--- src/rtl/jk_bank_controller.sv ---
`default_nettype none
// ============================================================================
// Module      : jk_bank_controller
// Description : Command sequencer for an external bank of four positive-edge
//               JK flip-flops. A request selects one of HOLD/CLEAR/SET/TOGGLE/
//               LOAD. The command is applied for CNT+1 clock edges under a
//               per-bit mask. A shadow copy of the expected bank contents is
//               kept, and the bank outputs are compared against it on
//               completion.
// Ports       : i_clk    - system clock, shared with the JK bank
//               i_rst    - asynchronous active-high reset
//               i_req    - command request, sampled only in IDLE
//               i_op     - command code (000..100 legal, 101..111 illegal)
//               i_mask   - per-bit enable
//               i_data   - LOAD value
//               i_cnt    - repeat count (command applied CNT+1 edges)
//               i_q      - Q outputs of the external JK bank
//               o_j/o_k  - registered J/K drive to the bank
//               o_busy   - high in every state other than IDLE
//               o_ack    - one-cycle completion pulse
//               o_err    - result flag, valid with o_ack, held until next ACK
//               o_shadow - expected bank contents
// Revision    : 1.0 - initial release
// ============================================================================
module jk_bank_controller (
    input  logic       i_clk,
    input  logic       i_rst,
    input  logic       i_req,
    input  logic [2:0] i_op,
    input  logic [3:0] i_mask,
    input  logic [3:0] i_data,
    input  logic [3:0] i_cnt,
    input  logic [3:0] i_q,
    output logic [3:0] o_j,
    output logic [3:0] o_k,
    output logic       o_busy,
    output logic       o_ack,
    output logic       o_err,
    output logic [3:0] o_shadow
);

    localparam logic [2:0] c_OP_HOLD   = 3'b000;
    localparam logic [2:0] c_OP_CLEAR  = 3'b001;
    localparam logic [2:0] c_OP_SET    = 3'b010;
    localparam logic [2:0] c_OP_TOGGLE = 3'b011;
    localparam logic [2:0] c_OP_LOAD   = 3'b100;

    typedef enum logic [2:0] {
        ST_INIT  = 3'd0,
        ST_IDLE  = 3'd1,
        ST_DRIVE = 3'd2,
        ST_CHECK = 3'd3,
        ST_DONE  = 3'd4
    } state_t;

    state_t     r_state;
    logic       r_init_done;   // first post-reset edge has been spent in INIT
    logic [3:0] r_rem;         // DRIVE edges remaining after the current one
    logic       r_illegal;     // latched command had an illegal opcode
    logic [3:0] r_j;
    logic [3:0] r_k;
    logic       r_busy;
    logic       r_ack;
    logic       r_err;
    logic [3:0] r_shadow;

    logic [3:0] w_j_enc;
    logic [3:0] w_k_enc;
    logic       w_illegal;
    logic [3:0] w_shadow_next;

    // Per-bit J/K encoding of the incoming command, gated by the mask.
    always_comb begin
        w_j_enc   = 4'b0000;
        w_k_enc   = 4'b0000;
        w_illegal = 1'b0;
        case (i_op)
            c_OP_HOLD: begin
                w_j_enc = 4'b0000;
                w_k_enc = 4'b0000;
            end
            c_OP_CLEAR: begin
                w_j_enc = 4'b0000;
                w_k_enc = i_mask;
            end
            c_OP_SET: begin
                w_j_enc = i_mask;
                w_k_enc = 4'b0000;
            end
            c_OP_TOGGLE: begin
                w_j_enc = i_mask;
                w_k_enc = i_mask;
            end
            c_OP_LOAD: begin
                w_j_enc = i_data & i_mask;
                w_k_enc = ~i_data & i_mask;
            end
            default: begin
                w_illegal = 1'b1;
            end
        endcase
    end

    // JK characteristic equation applied bitwise: Q+ = J&~Q | ~K&Q.
    assign w_shadow_next = (r_j & ~r_shadow) | (~r_k & r_shadow);

    always_ff @(posedge i_clk or posedge i_rst) begin
        if (i_rst) begin
            r_state     <= ST_INIT;
            r_init_done <= 1'b0;
            r_rem       <= 4'd0;
            r_illegal   <= 1'b0;
            r_j         <= 4'b0000;
            r_k         <= 4'b1111;
            r_busy      <= 1'b1;
            r_ack       <= 1'b0;
            r_err       <= 1'b0;
            r_shadow    <= 4'b0000;
        end else begin
            case (r_state)
                ST_INIT: begin
                    // Hold K high for one full post-reset edge so the bank is
                    // guaranteed cleared before accepting commands.
                    if (!r_init_done) begin
                        r_init_done <= 1'b1;
                        r_j         <= 4'b0000;
                        r_k         <= 4'b1111;
                    end else begin
                        r_j     <= 4'b0000;
                        r_k     <= 4'b0000;
                        r_busy  <= 1'b0;
                        r_state <= ST_IDLE;
                    end
                end
                ST_IDLE: begin
                    r_ack <= 1'b0;
                    r_j   <= 4'b0000;
                    r_k   <= 4'b0000;
                    if (i_req) begin
                        r_j       <= w_j_enc;
                        r_k       <= w_k_enc;
                        r_rem     <= i_cnt;
                        r_illegal <= w_illegal;
                        r_busy    <= 1'b1;
                        r_state   <= ST_DRIVE;
                    end
                end
                ST_DRIVE: begin
                    // The bank captures the current J/K at this edge; mirror it.
                    r_shadow <= w_shadow_next;
                    if (r_rem == 4'd0) begin
                        r_j     <= 4'b0000;
                        r_k     <= 4'b0000;
                        r_state <= ST_CHECK;
                    end else begin
                        r_rem <= r_rem - 4'd1;
                    end
                end
                ST_CHECK: begin
                    r_err   <= (i_q != r_shadow) | r_illegal;
                    r_ack   <= 1'b1;
                    r_state <= ST_DONE;
                end
                ST_DONE: begin
                    r_ack   <= 1'b0;
                    r_busy  <= 1'b0;
                    r_state <= ST_IDLE;
                end
                default: begin
                    r_state     <= ST_INIT;
                    r_init_done <= 1'b0;
                    r_j         <= 4'b0000;
                    r_k         <= 4'b1111;
                    r_busy      <= 1'b1;
                    r_ack       <= 1'b0;
                end
            endcase
        end
    end

    assign o_j      = r_j;
    assign o_k      = r_k;
    assign o_busy   = r_busy;
    assign o_ack    = r_ack;
    assign o_err    = r_err;
    assign o_shadow = r_shadow;

endmodule
`default_nettype wire

--- config.mk ---
export PLATFORM = sky130hd
export DESIGN_NAME = jk_bank_controller
export DESIGN_NICKNAME = d
export VERILOG_FILES = /design/src/rtl/jk_bank_controller.sv
export SDC_FILE = /design/constraint.sdc
export NUM_CORES = 1
export LEC_CHECK = 0
export BUFFER_PORTS_ARGS = -buffer_cell sky130_fd_sc_hd__buf_2
export CORE_MARGIN = 4
export CORE_UTILIZATION = 50
export DETAILED_ROUTE_END_ITERATION = 10
export GPL_TIMING_DRIVEN = 0
export PLACE_DENSITY = 0.77
export SLEW_MARGIN = 20
export SYNTH_ARGS = -nofsm -noshare
export SYNTH_HDL_FRONTEND = slang
export SYNTH_SLANG_ARGS = --single-unit
export TNS_END_PERCENT = 1
--- constraint.sdc ---
create_clock -name i_clk -period 3.8 [get_ports i_clk]
set_clock_uncertainty 0.1 [all_clocks]
set_input_delay 0.76 -clock i_clk [delete_from_list [all_inputs] [get_ports i_clk]]
set_output_delay 0.76 -clock i_clk [all_outputs]
set_load 0.05 [all_outputs]
# Word level (Yosys, flattened, before mapping)
# Index checks and enable logic that the tools add are counted.
[totals]
in_bits = 22
elab_cells = 72
reg_bits = 24
[op_classes]
n_reduce_logical = 16
add_sub_neg = 1
eq_ne = 13
n_mux = 21
bitwise_logic = 11
[op_table]
columns = ["op", "count"]
rows = [
  ["$mux W4", 6],
  ["$pmux W4 S2", 3],
  ["$and A4 B4 Y4", 4],
  ["$pmux W4 S4", 1],
  ["$pmux W3 S5", 1],
  ["$eq A3 B2 Y1 const B", 4],
  ["$not A4 Y4", 3],
  ["$pmux W4 S3", 1],
  ["$reduce_or A2 Y1", 5],
  ["$mux W3", 3],
  ["$reduce_and A3 Y1", 3],
  ["$ne A2 B2 Y1 const B", 4],
  ["$eq A3 B1 Y1 const B", 2],
  ["$eq A3 B3 Y1 const B", 2],
  ["$logic_not A3 Y1", 2],
  ["$reduce_or A5 Y1", 1],
  ["$logic_not A4 Y1", 1],
  ["$ne A4 B4 Y1", 1],
  ["$or A4 B4 Y4", 1],
  ["$pmux W1 S2", 2],
  ["$pmux W1 S4", 1],
  ["$reduce_and A2 Y1", 2],
  ["$reduce_or A4 Y1", 1],
  ["$sub A4 B1 Y4 const B", 1],
  ["4 further kinds", 7],
]

# Logic depth before layout (Yosys ltp)
[depth]
depth_word = 5
depth_mapped = 5
ltp_nobuf = 5

# Worst setup path after synthesis
# OpenSTA, ideal clock, no wires.
[synth_path]
kind = "input-to-reg"
start = "in i_req"
end = "reg r_rem[3]"
path_stages = 4
path_slack_ns = 2.072
arrival_time_ns = 1.502
setup_time_ns = 0.126
path_cell_list = "nand4bb_1 -> clkbuf_1 -> o21ai_1 -> a221o_1"
[synth_between]
elab_chain_cells = 2
[synth_lines]
columns = ["item", "line", "rtl"]
rows = [
  ["start, declared", "28", "input logic i_req,"],
  ["$ne A2 B2 Y1 (no source line)", "n/a", ""],
  ["$reduce_and A3 Y1 (no source line)", "n/a", ""],
  ["end signal, assigned", "142", "r_rem <= i_cnt;"],
  ["end signal, assigned", "156", "r_rem <= r_rem - 4'd1;"],
  ["end, declared", "58", "logic [3:0] r_rem;"],
]
# No other way between the ends.
# A chain may end at the register's enable or synchronous reset.

# Worst setup path after layout
[layout_path]
start = "reg r_rem[0]"
end = "reg r_rem[3]"
[layout_between]
elab_chain_cells = 3
elab_cells_between_ends = 6
[layout_lines]
columns = ["item", "line"]
rows = [
  ["$sub A4 B1 Y4 or $logic_not A4 Y1 (tied branches)", "156, 151"],
  ["$mux W4 or $ne A2 B2 Y1 (tied branches)", "n/a"],
  ["$pmux W4 S2 or $reduce_and A3 Y1 (tied branches)", "n/a"],
]
# Parallel ways exist; a longest one is shown, timed or not. The select of a mux whose other input is x is not followed.

==> impl_metrics.json <==
{
  "status": "finished clean",
  "clock_power_share_pct": 9.5,
  "cp-end-kind": "flop",
  "finalHoldViolations": 0,
  "tightestPinTransition_ps": 872,
  "async_flop_share_pct": 100,
  "antenna_found_initial": 0,
  "routed_wl_um": 3000,
  "start_kind": "flop",
  "post-route-drc-count": 0,
  "critPathArrivalTime_ps": 2110,
  "grt_pass1_vias": 1162,
  "most-common-layout-cells": "buf_2, dfrtp_1, inv_1",
  "synthToLayoutAreaGrowth_pct": 18.6,
  "cts_resized": 0,
  "pwr_density_cell_nw_per_um2": 779,
  "numCtsBuffers": 3,
  "post_cts_buffers": 0,
  "period_share_pct": 52.6,
  "cts_tree": "built",
  "min_path_type": "flop to flop",
  "die_height_um": 59.2,
  "antenna_cells": 0,
  "dp_hpwl_um": 2280,
  "rr_startpoint": "r_rem[0]",
  "detail_route.first_pass.iterations": 4,
  "clock_tree.root_cell": "clkbuf_4",
  "p_sw_w": 0.000572,
  "leakage_nw": 0.710,
  "fp.coreArea_um2": 2480,
  "yosysSeqAreaShare_pct": 46.3,
  "final_cells": 201,
  "initial_utilization_pct": 52.9,
  "die_x_um": 59.2,
  "ys_ff_latch": 24,
  "final_nets": 195,
  "reg2reg_to": "r_rem[3]",
  "hp-start": "r_illegal",
  "syn-num-nets": 154,
  "tns_ps": 0,
  "total_power_w": 0.00121,
  "finalSetupViolCount": 0,
  "die-area_um2": 3500,
  "avgSynthCellArea_um2": 10.0,
  "routedWlPerCell_um": 14.9,
  "synthCells": 131,
  "io_pins": 37,
  "synth_warnings": 0,
  "drive_above_1_share_pct": 31.6,
  "max_freq_ghz": 0.501,
  "hold_path_depth": 2,
  "dp.cells": 197,
  "synth.cell_area_um2": 1310,
  "fp-row-count": 18,
  "dr.first_iter.drc_count": 43,
  "whs_endpoint": "r_illegal",
  "cts_sinks": 24,
  "finish.instance_area_um2": 1550,
  "cts_buffer_depth": 2,
  "required_ps": 3910,
  "placed_area_um2": 1530,
  "maxCapViolCount": 0,
  "ant_nets": 0,
  "yosys_most_used_dff": "dfrtp_1",
  "grt_max_degree": 25,
  "synth_edf_count": 0,
  "grt.overflow.total": 0,
  "intPower_w": 0.000638,
  "path_class": "flop to flop",
  "netSwitchingFraction_pct": 47.3,
  "clkTransAtPathRegs_ps": 130,
  "ir_drop_mv": 0.490,
  "maxSlewHeadroom_pct": 41.8,
  "synth_cell_type_count": 43,
  "rsz0062_at_grt": "no",
  "slew_violations": 0,
  "regToRegSetupSlack_ps": 1800,
  "fin_util_pct": 62.7,
  "h-tree-depth": 1,
  "grt_pass1_wl_um": 5090,
  "seqPwrFrac_pct": 36.4,
  "vias": 1155,
  "rr_worst_depth": 5,
  "clk_latency_ps": 310,
  "gp_congestion": 0.807,
  "port_buffers": 36,
  "pwr-share-comb_pct": 54.1,
  "holdBufCountCts": 0,
  "grt_usage_pct": 19.2,
  "final_common_cell": "buf_2",
  "worst-path-max-fanout": 5,
  "routed_via_density": 5.75,
  "min_period_ps": 2000
}
-- cell families after synthesis --
| family | after synthesis | synth area share (%) |
|---|---|---|
| mux | 5 | 3.92 |
| compound gates | 42 | 23.0 |
| buf+inv | 18 | 6.02 |
| xor+xnor | 4 | 2.67 |
| simple gates | 37 | 17.1 |
| fa+ha+maj | 1 | 0.955 |
| flops | 24 | 46.3 |
-- Yosys cell counts, drive strengths merged (4+ instances only) --
cell / n / share of area, %
dfrtp: 19 / 36
inv: 12 / 3.4
a21oi: 9 / 3.4
nand2: 9 / 2.6
nor2: 7 / 2.0
a31oi: 5 / 2.4
buf: 5 / 2.3
dfstp: 5 / 10
o21a: 5 / 2.9
o22ai: 5 / 2.4
mux2i: 4 / 3.1
o21ai: 4 / 1.5
o221ai: 4 / 2.7
xnor2: 4 / 2.7
-- metrics by stage --
step,hold slack [ps],setup WS (ps)
2_1_floorplan,347,2070
3_3_place_gp,359,1830
3_5_place_dp,375,1780
4_1_cts,406,1790
5_1_grt,429,1680
6_report,409,1800
-- cell type report --
class | count | area [µm²]
flip-flops and latches | 24 | 607
inverters | 12 | 45.0
multi-input cells | 89 | 624
repair buffers | 36 | 180
well taps | 30 | 37.5
fillers | 221 | 923
plain buffers | 6 | 33.8
clock buffers | 4 | 26.3
-- how the worst max path moves through the flow --
stage,slack [ps],to,from
finish,1800,r_rem[3],r_rem[0]
global route,1680,r_rem[3],r_rem[0]
CTS,1790,o_k[3],o_k[3]
detailed placement,1780,r_rem[3],i_req
global placement,1830,r_rem[3],i_req
floorplan,2070,r_rem[3],i_req
-- sequential cells by signal, indices dropped and copies added (netlist names) --
signal and flops:
o_shadow 4, r_rem 4, o_j 4, o_k 4, o_ack 1, r_init_done 1, o_busy 1, o_err 1
r_state 3, r_illegal 1
-- worst max-delay path, cell delays in order, from the launching register on --
cell and delay, ps:
dfrtp_1 460, inv_1 80, ha_1 190, nor3b_1 520
o21ai_1 210, a221o_1 340
-- power groups by stage --
stage / combinational [W] / clock, W / sequential, W
3_3_place_gp: 0.000632 / 0 / 0.000436
5_1_grt: 0.000704 / 0.000131 / 0.000457
6_report: 0.000655 / 0.000115 / 0.000440
3_5_place_dp: 0.000653 / 0 / 0.000443
2_1_floorplan: 0.000364 / 0 / 0.000582
4_1_cts: 0.000653 / 0.000118 / 0.000439
-- layer usage --
metal,wire (µm),GRT usage [%],up-vias
met2,1550,33.4,21
met3,97,3.27,2
met1,1340,23.9,570
li1,-,-,562
met5,0,0,-
met4,14,6.47,0
(Power assumes the default switching activity.)
